`src/rtl/window_accumulator_if.sv`:
```
// Handshake bundle between a channel's sample source, the window accumulator
// and the downstream divider stage.
interface window_accumulator_if #(
    parameter int IN_W  = 12,
    parameter int OUT_W = 16
);
    logic             in_valid;
    logic             in_ready;
    logic [IN_W-1:0]  in_data;
    logic [2:0]       n_sel;
    logic             flush;
    logic             sum_valid;
    logic             sum_ready;
    logic [OUT_W-1:0] sum_out;
    logic [2:0]       n_out;
    logic             overflow;

    // Upstream source plus downstream sink, as seen from outside the block
    modport master (
        output in_valid, in_data, n_sel, flush, sum_ready,
        input  in_ready, sum_valid, sum_out, n_out, overflow
    );

    modport slave (
        input  in_valid, in_data, n_sel, flush, sum_ready,
        output in_ready, sum_valid, sum_out, n_out, overflow
    );
endinterface

```
`src/rtl/window_accumulator.sv`:
```
// Sums a window of 1..7 samples from one channel and hands the sum and window
// length to the divider stage over a valid/ready handshake.
module window_accumulator #(
    parameter int IN_W  = 12,
    parameter int OUT_W = 16
) (
    input  logic                  clk,
    input  logic                  rst,
    window_accumulator_if.slave   bus
);
    typedef enum logic [0:0] {
        ST_ACCUM = 1'b0,
        ST_HOLD  = 1'b1
    } state_t;

    state_t           state_q;
    logic [OUT_W-1:0] acc_q;
    logic [2:0]       count_q;
    logic [2:0]       n_lat_q;
    logic             ovf_win_q;
    logic             in_ready_q;
    logic             sum_valid_q;
    logic [OUT_W-1:0] sum_out_q;
    logic [2:0]       n_out_q;
    logic             overflow_q;

    logic             accept_s;
    logic [2:0]       n_first_s;
    logic [2:0]       n_eff_s;
    logic [OUT_W:0]   sum_wide_s;
    logic             sat_s;
    logic [OUT_W-1:0] acc_d;
    logic [2:0]       count_d;
    logic             ovf_win_d;
    logic             full_s;
    logic             emit_s;

    assign bus.in_ready  = in_ready_q;
    assign bus.sum_valid = sum_valid_q;
    assign bus.sum_out   = sum_out_q;
    assign bus.n_out     = n_out_q;
    assign bus.overflow  = overflow_q;

    // Next accumulator/count values and the emit decision for this edge
    always_comb begin
        accept_s   = bus.in_valid && in_ready_q;
        n_first_s  = (bus.n_sel == 3'd0) ? 3'd1 : bus.n_sel;
        n_eff_s    = (count_q == 3'd0) ? n_first_s : n_lat_q;
        // One guard bit above OUT_W detects saturation of the running sum
        sum_wide_s = {1'b0, acc_q} + {{(OUT_W + 1 - IN_W){1'b0}}, bus.in_data};
        sat_s      = sum_wide_s[OUT_W];
        acc_d      = acc_q;
        count_d    = count_q;
        ovf_win_d  = ovf_win_q;
        if (accept_s) begin
            acc_d     = sat_s ? {OUT_W{1'b1}} : sum_wide_s[OUT_W-1:0];
            count_d   = count_q + 3'd1;
            ovf_win_d = ovf_win_q | sat_s;
        end else begin
            acc_d     = acc_q;
            count_d   = count_q;
            ovf_win_d = ovf_win_q;
        end
        full_s = accept_s && (count_d == n_eff_s);
        emit_s = (state_q == ST_ACCUM) && (full_s || (bus.flush && (count_d != 3'd0)));
    end

    // Window FSM with registered handshake and result outputs
    always_ff @(posedge clk) begin
        if (rst) begin
            state_q     <= ST_ACCUM;
            acc_q       <= {OUT_W{1'b0}};
            count_q     <= 3'd0;
            n_lat_q     <= 3'd1;
            ovf_win_q   <= 1'b0;
            in_ready_q  <= 1'b1;
            sum_valid_q <= 1'b0;
            sum_out_q   <= {OUT_W{1'b0}};
            n_out_q     <= 3'd0;
            overflow_q  <= 1'b0;
        end else begin
            case (state_q)
                ST_ACCUM: begin
                    acc_q     <= acc_d;
                    count_q   <= count_d;
                    ovf_win_q <= ovf_win_d;
                    if (accept_s && (count_q == 3'd0)) begin
                        n_lat_q <= n_first_s;
                    end
                    if (emit_s) begin
                        sum_out_q   <= acc_d;
                        n_out_q     <= count_d;
                        overflow_q  <= ovf_win_d;
                        sum_valid_q <= 1'b1;
                        in_ready_q  <= 1'b0;
                        state_q     <= ST_HOLD;
                    end
                end
                ST_HOLD: begin
                    // Results stay frozen until the divider takes them
                    if (bus.sum_ready) begin
                        sum_valid_q <= 1'b0;
                        in_ready_q  <= 1'b1;
                        acc_q       <= {OUT_W{1'b0}};
                        count_q     <= 3'd0;
                        ovf_win_q   <= 1'b0;
                        state_q     <= ST_ACCUM;
                    end
                end
                default: begin
                    state_q     <= ST_ACCUM;
                    acc_q       <= {OUT_W{1'b0}};
                    count_q     <= 3'd0;
                    ovf_win_q   <= 1'b0;
                    in_ready_q  <= 1'b1;
                    sum_valid_q <= 1'b0;
                end
            endcase
        end
    end
endmodule

```
`src/flat_wrapper.sv`:
```
// flat-port wrapper written by rule: the top's interface ports become plain ports
module window_accumulator_flat 
#(
    parameter int IN_W  = 12,
    parameter int OUT_W = 16
)
  (clk, rst, bus_in_valid, bus_in_data, bus_n_sel, bus_flush, bus_sum_ready, bus_in_ready, bus_sum_valid, bus_sum_out, bus_n_out, bus_overflow);
  window_accumulator_if #(.IN_W(IN_W), .OUT_W(OUT_W)) bus_i ();
  input  logic clk;
  input  logic rst;
  input wire logic [$bits(bus_i.in_valid)-1:0] bus_in_valid;
  input wire logic [$bits(bus_i.in_data)-1:0] bus_in_data;
  input wire logic [$bits(bus_i.n_sel)-1:0] bus_n_sel;
  input wire logic [$bits(bus_i.flush)-1:0] bus_flush;
  input wire logic [$bits(bus_i.sum_ready)-1:0] bus_sum_ready;
  output wire logic [$bits(bus_i.in_ready)-1:0] bus_in_ready;
  output wire logic [$bits(bus_i.sum_valid)-1:0] bus_sum_valid;
  output wire logic [$bits(bus_i.sum_out)-1:0] bus_sum_out;
  output wire logic [$bits(bus_i.n_out)-1:0] bus_n_out;
  output wire logic [$bits(bus_i.overflow)-1:0] bus_overflow;
  assign bus_i.in_valid = bus_in_valid;
  assign bus_i.in_data = bus_in_data;
  assign bus_i.n_sel = bus_n_sel;
  assign bus_i.flush = bus_flush;
  assign bus_i.sum_ready = bus_sum_ready;
  assign bus_in_ready = bus_i.in_ready;
  assign bus_sum_valid = bus_i.sum_valid;
  assign bus_sum_out = bus_i.sum_out;
  assign bus_n_out = bus_i.n_out;
  assign bus_overflow = bus_i.overflow;
  window_accumulator #(.IN_W(IN_W), .OUT_W(OUT_W)) u_core (.clk(clk), .rst(rst), .bus(bus_i));
endmodule
```
`config.mk`:
```
export PLATFORM = sky130hd
export DESIGN_NAME = window_accumulator_flat
export DESIGN_NICKNAME = d
export VERILOG_FILES = /design/src/rtl/window_accumulator_if.sv /design/src/rtl/window_accumulator.sv /design/src/flat_wrapper.sv
export SDC_FILE = /design/constraint.sdc
export NUM_CORES = 1
export LEC_CHECK = 0
export ABC_AREA = 1
export ABC_CLOCK_PERIOD_IN_PS = 2200
export CORE_MARGIN = 5
export CORE_UTILIZATION = 30
export DETAILED_ROUTE_END_ITERATION = 7
export PLACE_DENSITY = 0.52
export SLEW_MARGIN = 20
export SYNTH_ARGS = -nofsm -noshare
export SYNTH_HDL_FRONTEND = slang
export SYNTH_SLANG_ARGS = --single-unit
```
`constraint.sdc`:
```
create_clock -name clk -period 2.2 [get_ports clk]
set_input_delay 0.33 -clock clk [delete_from_list [all_inputs] [get_ports clk]]
set_output_delay 0.33 -clock clk [all_outputs]
set_load 0.05 [all_outputs]
```
==> After elaboration in Yosys (flattened, before gate mapping) <==
Cells that the tools add are included.
{ "classes": {"n_lt_le_gt_ge": 0, "mux": 20, "shift": 0, "eq_ne": 3, "n_mul": 0, "n_reduce_logical": 12, "div": 0, "n_addsub": 2, "bitwise_logic": 2} }
{ "op_table": {"columns": ["op", "count"], "rows": [
  ["$mux W16", 3],
  ["$pmux W16 S2", 1],
  ["$add A16 B12 Y17", 1],
  ["$mux W3", 4],
  ["$pmux W1 S2", 4],
  ["$mux W1", 7],
  ["$logic_not A3 Y1", 2],
  ["$pmux W3 S2", 1],
  ["$reduce_and A2 Y1", 3],
  ["$logic_and A1 B1 Y1", 5],
  ["$add A3 B1 Y3 const B", 1],
  ["$eq A3 B3 Y1", 1],
  ["$reduce_bool A3 Y1", 1],
  ["$ne A2 B1 Y1 const B", 1],
  ["$ne A2 B2 Y1 const B", 1],
  ["$logic_or A1 B1 Y1", 1],
  ["$not A1 Y1", 1],
  ["$or A1 B1 Y1", 1]
]} }
{ "totals": {"inputBits": 20, "mem_count": 0, "romBits": 0, "output_inout_bits": 22, "latchBits": 0, "mem_bits_rw": 0, "register_bits": 46, "word_cells": 49} }

==> Depth between registers and ports, before layout <==
{ "depth": {"word_depth": 9, "depth_mapped": 15, "depth_no_buf": 14} }

==> Worst setup path after synthesis <==
No wires, ideal clock.
{ "synth_timing": {"kind": "input port to flip-flop", "start": "input bus_in_data[0]", "end": "register u_core.acc_q[5]", "required_time_ps": 2068, "setup_slack_ps": 191, "path_buffers": 1, "cell_stages": 13, "arrival_time_ps": 1876, "cell_sequence": "ha_1 > fa_1 > nand2_1 > nand3_1 > nand3_1 > nand2_1 > nand2_1 > nand3_2 > inv_2 > buf_2 > nand2_1 > nand3b_1 > a21oi_1"} }
{ "synth_via": {"elab_chain_len": 4} }
{ "synth_rtl": {"columns": ["item", "line_no", "text"], "rows": [
  ["from (decl)", "flat_wrapper.sv:12", "input wire logic [$bits(bus_i.in_data)-1:0] bus_in_data;"],
  ["$add A16 B12 Y17", "window_accumulator.sv:50", "sum_wide_s = {1'b0, acc_q} + {{(OUT_W + 1 - IN_W){1'b0}}, bus.in_data};"],
  ["$mux W16", "window_accumulator.sv:56", "acc_d = sat_s ? {OUT_W{1'b1}} : sum_wide_s[OUT_W-1:0];"],
  ["$mux W16", "window_accumulator.sv:55", "if (accept_s) begin"],
  ["$pmux W16 S2", "window_accumulator.sv:82", "case (state_q)"],
  ["to (signal assigned)", "window_accumulator.sv:72", "acc_q <= {OUT_W{1'b0}};"],
  ["to (signal assigned)", "window_accumulator.sv:104", "acc_q <= {OUT_W{1'b0}};"],
  ["to (signal assigned)", "window_accumulator.sv:112", "acc_q <= {OUT_W{1'b0}};"],
  ["to (decl)", "window_accumulator.sv:17", "logic [OUT_W-1:0] acc_q;"]
]} }
No other way between the ends.
A chain may end at the register's enable or synchronous reset.

==> Worst setup path in the final report <==
{ "layout_timing": {"start": "input bus_in_data[0]", "end": "register u_core.sum_out_q[0], in the netlist u_core.bus.sum_out[0]"} }
{ "layout_via": {"elab_chain_len": 3} }
{ "layout_rtl": {"columns": ["item", "line_no", "text"], "rows": [
  ["$add A16 B12 Y17", "window_accumulator.sv:50", null],
  ["$mux W16", "window_accumulator.sv:56", null],
  ["$mux W16", "window_accumulator.sv:55", null],
  ["to (signal assigned)", "window_accumulator.sv:78", "sum_out_q <= {OUT_W{1'b0}};"],
  ["to (decl)", "window_accumulator.sv:23", "logic [OUT_W-1:0] sum_out_q;"]
]} }
No other way between the ends.

==> impl_metrics.toml <==
[clock_tree]
cts_root_buf = "sky130_fd_sc_hd__clkbuf_8"
h_tree_levels = 2
clock_latency_ps = 310
tritoncts = "done"
cts.path.max_buffers = 2
cts.sink_count = 46
cts_buffers = 5
cts_clock_pin_slew_for_the_worst_setup_and_hold_paths_ps = 100

[global_routing]
globalRoute.totalOverflow = 0
grt_usage_pct = 14.05
grt_start_max_net_pins = 36
antenna_found_initial = 0
grt_pass1_vias = 3067
grt_pass1_wl_mm = 13.57

[critical_path]
worst_r2r_path_depth = 13
worstPathArrival_ps = 2340
critical_path_cell_count = 14
timing.critical_path.required_ps = 2410
endpoint_kind = "flip-flop"
crit_slowest_cell = "sky130_fd_sc_hd__clkdlybuf4s50_1"
worst_r2r_startpoint = "u_core.acc_q[0]"
worst_setup_path_start_kind = "primary input"
criticalPathCategory = "in -> reg"
timing.critical_path.max_delay_family = "simple AND/OR/NAND/NOR gates"
worstPathCellList = "clkdlybuf4s50_1 > ha_2 > fa_2 > nand2_1 > nand3_2 > nand3_2 > nand2_2 > nand2_1 > nand3_2 > buf_6 > nor2_2 > nor2_1 > nor2_1 > nor2_1"
critPathLaunch = "bus_in_data[0]"
crit_path_max_incr_delay_ps = 410
cp_max_fo = 5
worst-path-buf-inv = 2

[synthesis]
synth_compound_area_share_pct = 9.784
seq_total_area_yosys_pct = 30.64
synthMuxAreaShare_pct = 0
synth.avg_cell_area_sq_um = 6.121
synth-xor-area-share_pct = 2.331
top_cells_by_area_in_the_synthesized_netlist = "sky130_fd_sc_hd__dfxtp_1 31%, sky130_fd_sc_hd__nand2_1 20%, sky130_fd_sc_hd__inv_1 8.9%"
number_of_enable_type_register_cells_in_the_synthesized_netlist = 0
post_syn_instances = 491
synth-main-ff-cell = "sky130_fd_sc_hd__dfxtp_1"
post_synth_fa_ha_maj_area_fraction_pct = 6.495
synth_top_family_by_area = "simple AND/OR/NAND/NOR gates"
ys_async_sr_fraction_pct = 0
yosys.cell_count.top_type = "sky130_fd_sc_hd__nand2_1"
synthSimpleGateAreaFrac_pct = 38.97
yosys_register_bits = 46
syn_nets = 526
ys_types = 31
netlist.top_cell.by_area = "sky130_fd_sc_hd__dfxtp_1"
ys.warnings.count = 0
synthesis.area_sq_mm = 0.003005
post_synth_most_frequent_cells = "162 x sky130_fd_sc_hd__nand2_1, 71 x sky130_fd_sc_hd__inv_1, 64 x sky130_fd_sc_hd__nor2_1, 46 x sky130_fd_sc_hd__dfxtp_1, 39 x sky130_fd_sc_hd__a21oi_1"
yosysTopAreaCellShare_pct = 30.64

[die]
core_area_sq_mm = 0.009774
boundaryPins = 42
dieArea_sq_mm = 0.01212
chipWidth_um = 110.1
initial_utilization_pct = 30.75
rows = 36
die_height_um = 110.1

[timing]
setup_viol = 0
final-hold-violation-count = 0
finClkSkew_ps = 6.170
min_period_ps = 2122
max-slew-margin-rel_pct = 65.43
slew_viol_final = 0
min_period_over_period_pct = 96.44
worst-slew-pin-transition_ps = 516.9
finalHoldWorstSlack_ps = 469.8
maxClockFrequency_mhz = 471.3
timing.final.ws_setup_ps = 78.35
finalSetupTns_ps = 0

[placement]
gp_routability_congestion = 0.8355
detailedPlace.worstSlack_ps = -386.3
count_of_buffers_inserted_at_the_top_level_ports = 41
numPlacedInstances = 685
dp_hpwl_mm = 6.068

[cells_and_area]
layoutNonFillerInstCount = 695
n_antenna_cell = 0
finish.net_count = 596
layout-area-overhead-vs-synth_pct = 31.81
multi_input_comb_area_sq_mm = 0.001772
regArea_sq_um = 920.9
final_util_pct = 40.53
layout_cells_sized_above_1_pct = 12.46
layout.filler_cells = 1061

[power_and_ir_drop]
combPwrFrac_pct = 58.5
pwr-share-clk_pct = 15.8
p_switching_w = 0.002293
share_seq_of_total_power_pct = 25.7
power_per_cell_area_mw_per_mm2 = 1248
static-leakage-power_nw = 1.961
p_int_w = 0.002650
switching_share_pct = 46.38
vdd_ir_drop_max_uv = 824.2

[detailed_routing]
drt.antenna.violating_nets = 0
post_drt_wl_per_cell_um = 11.74
dr.first_iter.drc_count = 107
vias = 3109
viasPerCell = 4.473
post-route-drc-count = 0
detail_route.first_pass.iterations = 4
routed_wirelength_mm = 8.160

[run]
timing.max_cap.violations = 0

[min_path]
min-delay-path-class = "reg -> reg"
hold_path_depth = 2
timing.hold.worst.start = "u_core.n_lat_q[1]"

[status]
status = "complete, no violations"
power groups by stage:
stage	clock network [W]	logic (W)	registers, W
after floorplan	0	0.00145	0.00178
after global placement	0	0.00282	0.00129
after detailed placement	0	0.00284	0.00129
after CTS	0.000790	0.00287	0.00128
after global routing	0.000823	0.00323	0.00130
final	0.000782	0.00289	0.00127
sequential cells by signal (all words and copies together), names as in the netlist:
signal                flops
u_core.acc_q             16
u_core.bus.overflow       1
u_core.ovf_win_q          1
u_core.n_lat_q            3
u_core.count_q            3
u_core.bus.n_out          3
u_core.bus.in_ready       1
u_core.bus.sum_out       16
u_core.state_q            1
u_core.bus.sum_valid      1
metal layers:
layer  part of all wire (%)  track usage (%)  routed length [um]
met5                      0                0                   0
met4                   0.98            3.078                  80
met3                    3.3            2.563                 270
met2                     49            25.78                4019
met1                     46            16.99                3789
logic make-up (layout without fill, tap and decap cells):
kind of cell    count (synthesis)  after routing
simple gates                  279            279
buf+inv                        87            158
compound gates                 56             56
flops                          46             46
fa+ha+maj                      15             15
xor+xnor                        8              8
cells in the final DEF (no fill, tap or decap), types with 2 or more instances in the layout:
cell,Yosys,layout
sky130_fd_sc_hd__a21oi_1,39,39
sky130_fd_sc_hd__buf_4,0,35
sky130_fd_sc_hd__bufinv_16,0,2
sky130_fd_sc_hd__clkbuf_8,0,5
sky130_fd_sc_hd__clkdlybuf4s50_1,0,41
sky130_fd_sc_hd__clkinv_4,0,2
sky130_fd_sc_hd__dfxtp_1,46,46
sky130_fd_sc_hd__ha_1,14,13
sky130_fd_sc_hd__inv_1,71,71
sky130_fd_sc_hd__nand2_1,162,158
sky130_fd_sc_hd__nand2_2,4,8
sky130_fd_sc_hd__nand3_1,24,21
sky130_fd_sc_hd__nand3_2,2,5
sky130_fd_sc_hd__nand3b_1,9,9
sky130_fd_sc_hd__nor2_1,64,63
sky130_fd_sc_hd__nor2_2,1,2
sky130_fd_sc_hd__nor3_1,2,2
sky130_fd_sc_hd__o211ai_1,3,3
sky130_fd_sc_hd__o21ai_0,10,8
sky130_fd_sc_hd__o21ai_1,2,4
sky130_fd_sc_hd__or2_2,6,6
sky130_fd_sc_hd__xnor2_1,4,4
sky130_fd_sc_hd__xor2_1,4,4
per-stage QoR:
stage | total power, W | area (sq um)
floorplan | 0.003229 | 3005
global placement | 0.004116 | 3759
detailed placement | 0.004136 | 3759
CTS | 0.004933 | 3901
global route | 0.005358 | 3961
finish | 0.004943 | 3961
cell type report:
| type | count | area share [%] |
|---|---|---|
| clock buffers | 5 | 1.737 |
| clock inverters | 3 | 1.737 |
| inverters | 73 | 7.075 |
| multi-input cells | 358 | 44.73 |
| flip-flops and latches | 46 | 23.25 |
| well taps | 133 | 4.201 |
| repair buffers | 77 | 17.28 |
final timing paths:
check,to,slack [ps]
max,u_core.bus.sum_out[0],80
min reg2reg,u_core.n_lat_q[1],470
min,u_core.n_lat_q[1],470
max reg2reg,u_core.bus.sum_out[0],200
what timing repair did:
item | in CTS | in global routing
pin swaps | 0 | 3
endpoints found under the setup margin | 9 | 24
buffers inserted | 0 | 2
gates resized for setup | 2 | 15
hold buffers | 0 | 0
worst register-to-register path, stage by stage (launching register included):
cell                      delay [ps]
sky130_fd_sc_hd__dfxtp_1         330
sky130_fd_sc_hd__ha_2            190
sky130_fd_sc_hd__fa_2            390
sky130_fd_sc_hd__nand2_1          90
sky130_fd_sc_hd__nand3_2          90
sky130_fd_sc_hd__nand3_2          80
sky130_fd_sc_hd__nand2_2          80
sky130_fd_sc_hd__nand2_1          80
sky130_fd_sc_hd__nand3_2         100
sky130_fd_sc_hd__buf_6           160
sky130_fd_sc_hd__nor2_2          100
sky130_fd_sc_hd__nor2_1           60
sky130_fd_sc_hd__nor2_1           90
sky130_fd_sc_hd__nor2_1           50
Power figures use the tool's default switching activity.
